[config.mk]
export PLATFORM = sky130hd
export DESIGN_NAME = rmii_rx_framer_flat
export DESIGN_NICKNAME = d
export VERILOG_FILES = /design/src/rtl/rmii_rx_framer_if.sv /design/src/rtl/rmii_rx_framer.sv /design/src/flat_wrapper.sv
export SDC_FILE = /design/constraint.sdc
export NUM_CORES = 1
export LEC_CHECK = 0
export ABC_CLOCK_PERIOD_IN_PS = 2700
export BUFFER_PORTS_ARGS = -buffer_cell sky130_fd_sc_hd__buf_2
export CORE_MARGIN = 2
export CORE_UTILIZATION = 56
export CTS_CLUSTER_DIAMETER = 40
export DETAILED_ROUTE_END_ITERATION = 8
export PLACE_DENSITY = 0.75
export SETUP_SLACK_MARGIN = 0.3
export SYNTH_ARGS = -nofsm -noshare
export SYNTH_HDL_FRONTEND = slang
export SYNTH_SLANG_ARGS = --single-unit
[constraint.sdc]
create_clock -name clk -period 2.7 [get_ports clk]
set_input_delay 0.135 -clock clk [delete_from_list [all_inputs] [get_ports clk]]
set_output_delay 0.135 -clock clk [all_outputs]
set_load 0.01 [all_outputs]
[src/rtl/rmii_rx_framer_if.sv]
// RMII receive pins plus the framed byte stream handed to the header/payload parser.
interface rmii_rx_framer_if;
  logic [1:0] rmii_rxd;
  logic       rmii_crs_dv;
  logic       rmii_rx_er;
  logic [7:0] out_data;
  logic       out_valid;
  logic       out_sof;
  logic       out_eof;
  logic       out_err;
  logic       rx_active;

  modport master (
    input  rmii_rxd, rmii_crs_dv, rmii_rx_er,
    output out_data, out_valid, out_sof, out_eof, out_err, rx_active
  );

  modport slave (
    output rmii_rxd, rmii_crs_dv, rmii_rx_er,
    input  out_data, out_valid, out_sof, out_eof, out_err, rx_active
  );
endinterface

[src/rtl/rmii_rx_framer.sv]
// RMII receive framer: strips preamble/SFD and emits LSB-dibit-first bytes with one byte held
// back so the final byte of each frame can carry the end-of-frame and error markers.
module rmii_rx_framer #(
  parameter int PREAMBLE_MIN    = 8,
  parameter int MAX_FRAME_BYTES = 1522
) (
  input logic               clk,
  input logic               rst_n,
  rmii_rx_framer_if.master  bus
);

  localparam int PRE_W = $clog2(PREAMBLE_MIN + 1);
  localparam int CNT_W = $clog2(MAX_FRAME_BYTES + 1);
  localparam logic [PRE_W-1:0] PRE_SAT = PRE_W'(PREAMBLE_MIN);
  localparam logic [CNT_W-1:0] CNT_MAX = CNT_W'(MAX_FRAME_BYTES);

  localparam logic [1:0] S_IDLE = 2'd0;
  localparam logic [1:0] S_PRE  = 2'd1;
  localparam logic [1:0] S_DATA = 2'd2;
  localparam logic [1:0] S_DROP = 2'd3;

  logic [1:0]       r_rxd_q;
  logic             r_dv_q;
  logic             r_er_q;
  logic [1:0]       r_state;
  logic [PRE_W-1:0] r_pre_cnt;
  logic [1:0]       r_dibit_idx;
  logic [CNT_W-1:0] r_byte_cnt;
  logic [7:0]       r_shift;
  logic [7:0]       r_hold;
  logic             r_hold_vld;
  logic             r_hold_first;
  logic             r_err_sticky;
  logic [7:0]       r_out_data;
  logic             r_out_valid;
  logic             r_out_sof;
  logic             r_out_eof;
  logic             r_out_err;
  logic             r_rx_active;
  logic [7:0]       w_byte;

  assign w_byte = {r_rxd_q, r_shift[7:2]};

  // Single input register stage; every decision below uses these sampled copies.
  always_ff @(posedge clk or negedge rst_n) begin
    if (!rst_n) begin
      r_rxd_q <= 2'b00;
      r_dv_q  <= 1'b0;
      r_er_q  <= 1'b0;
    end else begin
      r_rxd_q <= bus.rmii_rxd;
      r_dv_q  <= bus.rmii_crs_dv;
      r_er_q  <= bus.rmii_rx_er;
    end
  end

  // Frame state machine, byte assembly, hold register and registered output strobes.
  always_ff @(posedge clk or negedge rst_n) begin
    if (!rst_n) begin
      r_state      <= S_IDLE;
      r_pre_cnt    <= {PRE_W{1'b0}};
      r_dibit_idx  <= 2'd0;
      r_byte_cnt   <= {CNT_W{1'b0}};
      r_shift      <= 8'h00;
      r_hold       <= 8'h00;
      r_hold_vld   <= 1'b0;
      r_hold_first <= 1'b0;
      r_err_sticky <= 1'b0;
      r_out_data   <= 8'h00;
      r_out_valid  <= 1'b0;
      r_out_sof    <= 1'b0;
      r_out_eof    <= 1'b0;
      r_out_err    <= 1'b0;
      r_rx_active  <= 1'b0;
    end else begin
      r_out_valid <= 1'b0;
      r_out_sof   <= 1'b0;
      r_out_eof   <= 1'b0;
      r_out_err   <= 1'b0;
      case (r_state)
        S_IDLE: begin
          if (r_dv_q) begin
            r_state   <= S_PRE;
            r_pre_cnt <= {PRE_W{1'b0}};
          end
        end
        S_PRE: begin
          if (!r_dv_q) begin
            r_state <= S_IDLE;
          end else begin
            case (r_rxd_q)
              2'b01: begin
                if (r_pre_cnt < PRE_SAT) r_pre_cnt <= r_pre_cnt + PRE_W'(1);
              end
              2'b00: r_pre_cnt <= {PRE_W{1'b0}};
              2'b11: begin
                if (r_pre_cnt >= PRE_SAT) begin
                  r_state      <= S_DATA;
                  r_rx_active  <= 1'b1;
                  r_dibit_idx  <= 2'd0;
                  r_byte_cnt   <= {CNT_W{1'b0}};
                  r_err_sticky <= 1'b0;
                  r_hold_vld   <= 1'b0;
                end else begin
                  r_state <= S_DROP;
                end
              end
              default: r_state <= S_DROP;
            endcase
          end
        end
        S_DATA: begin
          if (!r_dv_q) begin
            // Carrier gone: flush the held byte as the frame's last byte.
            r_state     <= S_IDLE;
            r_rx_active <= 1'b0;
            r_hold_vld  <= 1'b0;
            if (r_hold_vld) begin
              r_out_valid <= 1'b1;
              r_out_data  <= r_hold;
              r_out_sof   <= r_hold_first;
              r_out_eof   <= 1'b1;
              r_out_err   <= r_err_sticky | (r_dibit_idx != 2'd0);
            end
          end else begin
            r_shift     <= w_byte;
            r_dibit_idx <= r_dibit_idx + 2'd1;
            if (r_er_q) r_err_sticky <= 1'b1;
            if (r_dibit_idx == 2'd3) begin
              if (r_byte_cnt == CNT_MAX) begin
                // Oversize frame: close it on the held byte and discard the rest.
                r_state     <= S_DROP;
                r_rx_active <= 1'b0;
                r_hold_vld  <= 1'b0;
                r_out_valid <= r_hold_vld;
                r_out_data  <= r_hold;
                r_out_sof   <= r_hold_first & r_hold_vld;
                r_out_eof   <= r_hold_vld;
                r_out_err   <= r_hold_vld;
              end else begin
                if (r_hold_vld) begin
                  r_out_valid <= 1'b1;
                  r_out_data  <= r_hold;
                  r_out_sof   <= r_hold_first;
                end
                r_hold       <= w_byte;
                r_hold_vld   <= 1'b1;
                r_hold_first <= (r_byte_cnt == {CNT_W{1'b0}});
                r_byte_cnt   <= r_byte_cnt + CNT_W'(1);
              end
            end
          end
        end
        S_DROP: begin
          if (!r_dv_q) r_state <= S_IDLE;
        end
        default: begin
          r_state     <= S_IDLE;
          r_rx_active <= 1'b0;
        end
      endcase
    end
  end

  assign bus.out_data  = r_out_data;
  assign bus.out_valid = r_out_valid;
  assign bus.out_sof   = r_out_sof;
  assign bus.out_eof   = r_out_eof;
  assign bus.out_err   = r_out_err;
  assign bus.rx_active = r_rx_active;

endmodule

[src/flat_wrapper.sv]
// flat-port wrapper written by rule: the top's interface ports become plain ports
module rmii_rx_framer_flat 
#(
  parameter int PREAMBLE_MIN    = 8,
  parameter int MAX_FRAME_BYTES = 1522
)
  (clk, rst_n, bus_rmii_rxd, bus_rmii_crs_dv, bus_rmii_rx_er, bus_out_data, bus_out_valid, bus_out_sof, bus_out_eof, bus_out_err, bus_rx_active);
  rmii_rx_framer_if bus_i ();
  input logic clk;
  input logic rst_n;
  input wire logic [$bits(bus_i.rmii_rxd)-1:0] bus_rmii_rxd;
  input wire logic [$bits(bus_i.rmii_crs_dv)-1:0] bus_rmii_crs_dv;
  input wire logic [$bits(bus_i.rmii_rx_er)-1:0] bus_rmii_rx_er;
  output wire logic [$bits(bus_i.out_data)-1:0] bus_out_data;
  output wire logic [$bits(bus_i.out_valid)-1:0] bus_out_valid;
  output wire logic [$bits(bus_i.out_sof)-1:0] bus_out_sof;
  output wire logic [$bits(bus_i.out_eof)-1:0] bus_out_eof;
  output wire logic [$bits(bus_i.out_err)-1:0] bus_out_err;
  output wire logic [$bits(bus_i.rx_active)-1:0] bus_rx_active;
  assign bus_i.rmii_rxd = bus_rmii_rxd;
  assign bus_i.rmii_crs_dv = bus_rmii_crs_dv;
  assign bus_i.rmii_rx_er = bus_rmii_rx_er;
  assign bus_out_data = bus_i.out_data;
  assign bus_out_valid = bus_i.out_valid;
  assign bus_out_sof = bus_i.out_sof;
  assign bus_out_eof = bus_i.out_eof;
  assign bus_out_err = bus_i.out_err;
  assign bus_rx_active = bus_i.rx_active;
  rmii_rx_framer #(.PREAMBLE_MIN(PREAMBLE_MIN), .MAX_FRAME_BYTES(MAX_FRAME_BYTES)) u_core (.clk(clk), .rst_n(rst_n), .bus(bus_i));
endmodule
==> flow_summary.toml <==
[outcome]
status = "finished clean"

[logic_synthesis]
syn_inst = 205
synth.net_count = 218
synth_area_leaders = "dfrtp_1, mux2_1, mux2_2"
ys_warn_count = 0
ys_seq_area_frac = 0.547
avgSynthCellArea_sq_um = 11.8
ys_ff_latch = 53
synth_top_area_share = 0.547
yosysTopAreaCell = "dfrtp_1"
yosys-top-cells-count = "dfrtp_1, mux2_1, nand2_1"
synth_most_common_cell = "dfrtp_1"
synth_top_flop_cell = "dfrtp_1"
synth_edf_count = 0
synth.distinct_cells = 46
syn-cell-area_sq_mm = 0.00243
synth_async_sr_flop_share = 1.00

[sta]
tns_ns = 0
relSlewSlack = 0.245
rsz0062_at_grt = "false"
skew_ns = 0.0101
min_period_ns = 2.21
hold_viol = 0
max_clock_freq_mhz = 452
layout_worst_path_cycle_share = 0.819
fin_ws_ns = 0.490
maxSlewViolCount = 0
worst_pin_slew_ns = 1.13
setup_viol_count_final = 0

[clocking]
cts_tree = "yes"
clock_sinks = 53
cts_root_buf = "clkbuf_8"
clkTransAtPathRegs_ns = 0.10
cts_buffers = 5
clockBufferDepth = 2
h-tree-depth = 2
clk_latency_ns = 0.31

[floorplan]
start_util = 0.594
design.core.area_sq_mm = 0.00409
num_io_pins = 19
die_h_microns = 69.8
rows = 23
die-area_sq_mm = 0.00487
die_x_microns = 69.8

[place]
place.gp.congestion = 0.959
hpwl_mm = 3.32
io_buffers = 18
dp_slack_ns = 0.375

[drt]
wl_per_cell_microns = 16.8
num_vias = 1724
wl_mm = 4.73
antenna_left = 0
drc_errors = 0
avgViaCountPerCell = 6.11
drt-pass1-iter-count = 4
dr.first_iter.drc_count = 184

[global_route]
grt_pass1_wl_mm = 8.38
antenna_found_initial = 0
first_global_vias = 1767
grt-ovfl-total = 0
grt_max_degree = 54
gr-usage-all-layers = 0.217

[critical_path]
worst-path-stages = 5
worstPathRequired_ns = 2.89
critical_path_buf_inv_count = 0
crit_family = "simple AND/OR/NAND/NOR gates"
start_kind = "flip-flop"
crit_chain = "or3_4, nor4_1, a21oi_1, nor2_4, mux2_1"
cp-end-kind = "flip-flop"
cp_slowest_stage_delay_ns = 0.47
cpMaxStageDelayCell = "dfrtp_1"
worstRegToRegCells = 5
path_max_fanout = 8
crit_arrival_ns = 2.40
crit_type = "flip-flop to flip-flop"

[final_layout]
drive_gt1_frac = 0.194
antenna_cells = 0
syn2layout_area_growth_pct = 11.2
nets = 244

[power]
ir_drop_mv = 0.356
p_leak_uw = 0.00129
power_density_mw_per_mm2 = 616

[job]
maxCapViolations = 0

[worst_hold_path]
min_path_type = "input pin to async pin"
-- timing repair --
item                                   CTS  global route
hold buffers                             4             0
setup endpoints to repair                0             9
setup buffers                            0             0
endpoints found under the hold margin    4             0
resized for setup                        0             1
-- power by group --
group / internal (uW) / total, uW / switching (uW)
clock network: 183 / 445 / 262
registers: 896 / 975 / 79.5
logic: 111 / 243 / 132
total: 1190 / 1660 / 473
-- kinds of logic after synthesis --
logic type	count (synthesis)	synth area share
buffers and inverters	17	0.0309
and+or+nand+nor	62	0.142
muxes	25	0.116
adders and majority gates	7	0.0361
DFF	53	0.547
xor gates and xnor gates	1	0.00361
AOI/OAI and AO/OA	40	0.125
-- per-stage QoR --
| step | hold WS (ns) | instance area [sq um] | std cells | util | power, uW |
|---|---|---|---|---|---|
| 2_1_floorplan | -0.161 | 2430 | 205 | - | 1140 |
| 3_3_place_gp | 0.242 | 2570 | 270 | 0.628 | 1200 |
| 3_5_place_dp | 0.245 | 2570 | 270 | 0.628 | 1230 |
| 4_1_cts | 0.0867 | 2700 | 282 | 0.660 | 1670 |
| 5_1_grt | 0.132 | 2700 | 282 | 0.660 | 1760 |
| 6_report | 0.0448 | 2700 | 282 | 0.660 | 1660 |
-- cell type report --
| class | instances | area (sq um) |
|---|---|---|
| clock buffer | 6 | 72.6 |
| clock inverter | 2 | 15.0 |
| fill | 314 | 1390 |
| inverter | 11 | 41.3 |
| multi-input combinational | 135 | 1030 |
| sequential | 53 | 1330 |
| tap | 50 | 62.6 |
| timing repair buffer | 25 | 153 |
-- worst paths after layout --
path	endpoint	slack, ns	start
max	u_core.bus.out_data[6]$_DFFE_PN0P_	0.49	u_core.r_byte_cnt[2]$_DFFE_PN0P_
min	u_core.bus.out_data[2]$_DFFE_PN0P_	0.04	rst_n
max reg2reg	u_core.bus.out_data[6]$_DFFE_PN0P_	0.49	u_core.r_byte_cnt[2]$_DFFE_PN0P_
min reg2reg	u_core.bus.out_data[2]$_DFFE_PN0P_	0.49	u_core.bus.out_data[2]$_DFFE_PN0P_
max in group asynchronous	u_core.bus.out_data[3]$_DFFE_PN0P_	1.97	rst_n
min in group clk	u_core.r_rxd_q[1]$_DFF_PN0_	0.46	bus_rmii_rxd[1]
-- layout by cell type (no fill, tap or decap), types with 5 or more instances in the layout --
cell	instances
dfrtp_1	53
buf_2	18
mux2_1	16
nand2_1	15
inv_1	11
a21oi_1	11
or4_1	9
nand3_1	8
nor2_1	8
mux2_2	8
o21ai_0	7
ha_1	7
o31ai_1	5
clkbuf_8	5
-- metal layers --
layer / vias up / GRT usage / routed length, microns
li1: 795 / - / -
met1: 861 / 0.280 / 1990
met2: 62 / 0.360 / 2390
met3: 6 / 0.0538 / 274
met4: 0 / 0.0705 / 78
met5: - / 0 / 0
-- state kept, by name, summed over array words and instances, names as in the netlist, 2 cells and up --
name / count
u_core.r_pre_cnt: 4
u_core.r_hold: 8
u_core.r_byte_cnt: 11
u_core.r_shift: 6
u_core.r_rxd_q: 2
u_core.r_dibit_idx: 2
u_core.bus.out_data: 8
u_core.r_state: 2
Power figures use the tool's default switching activity.
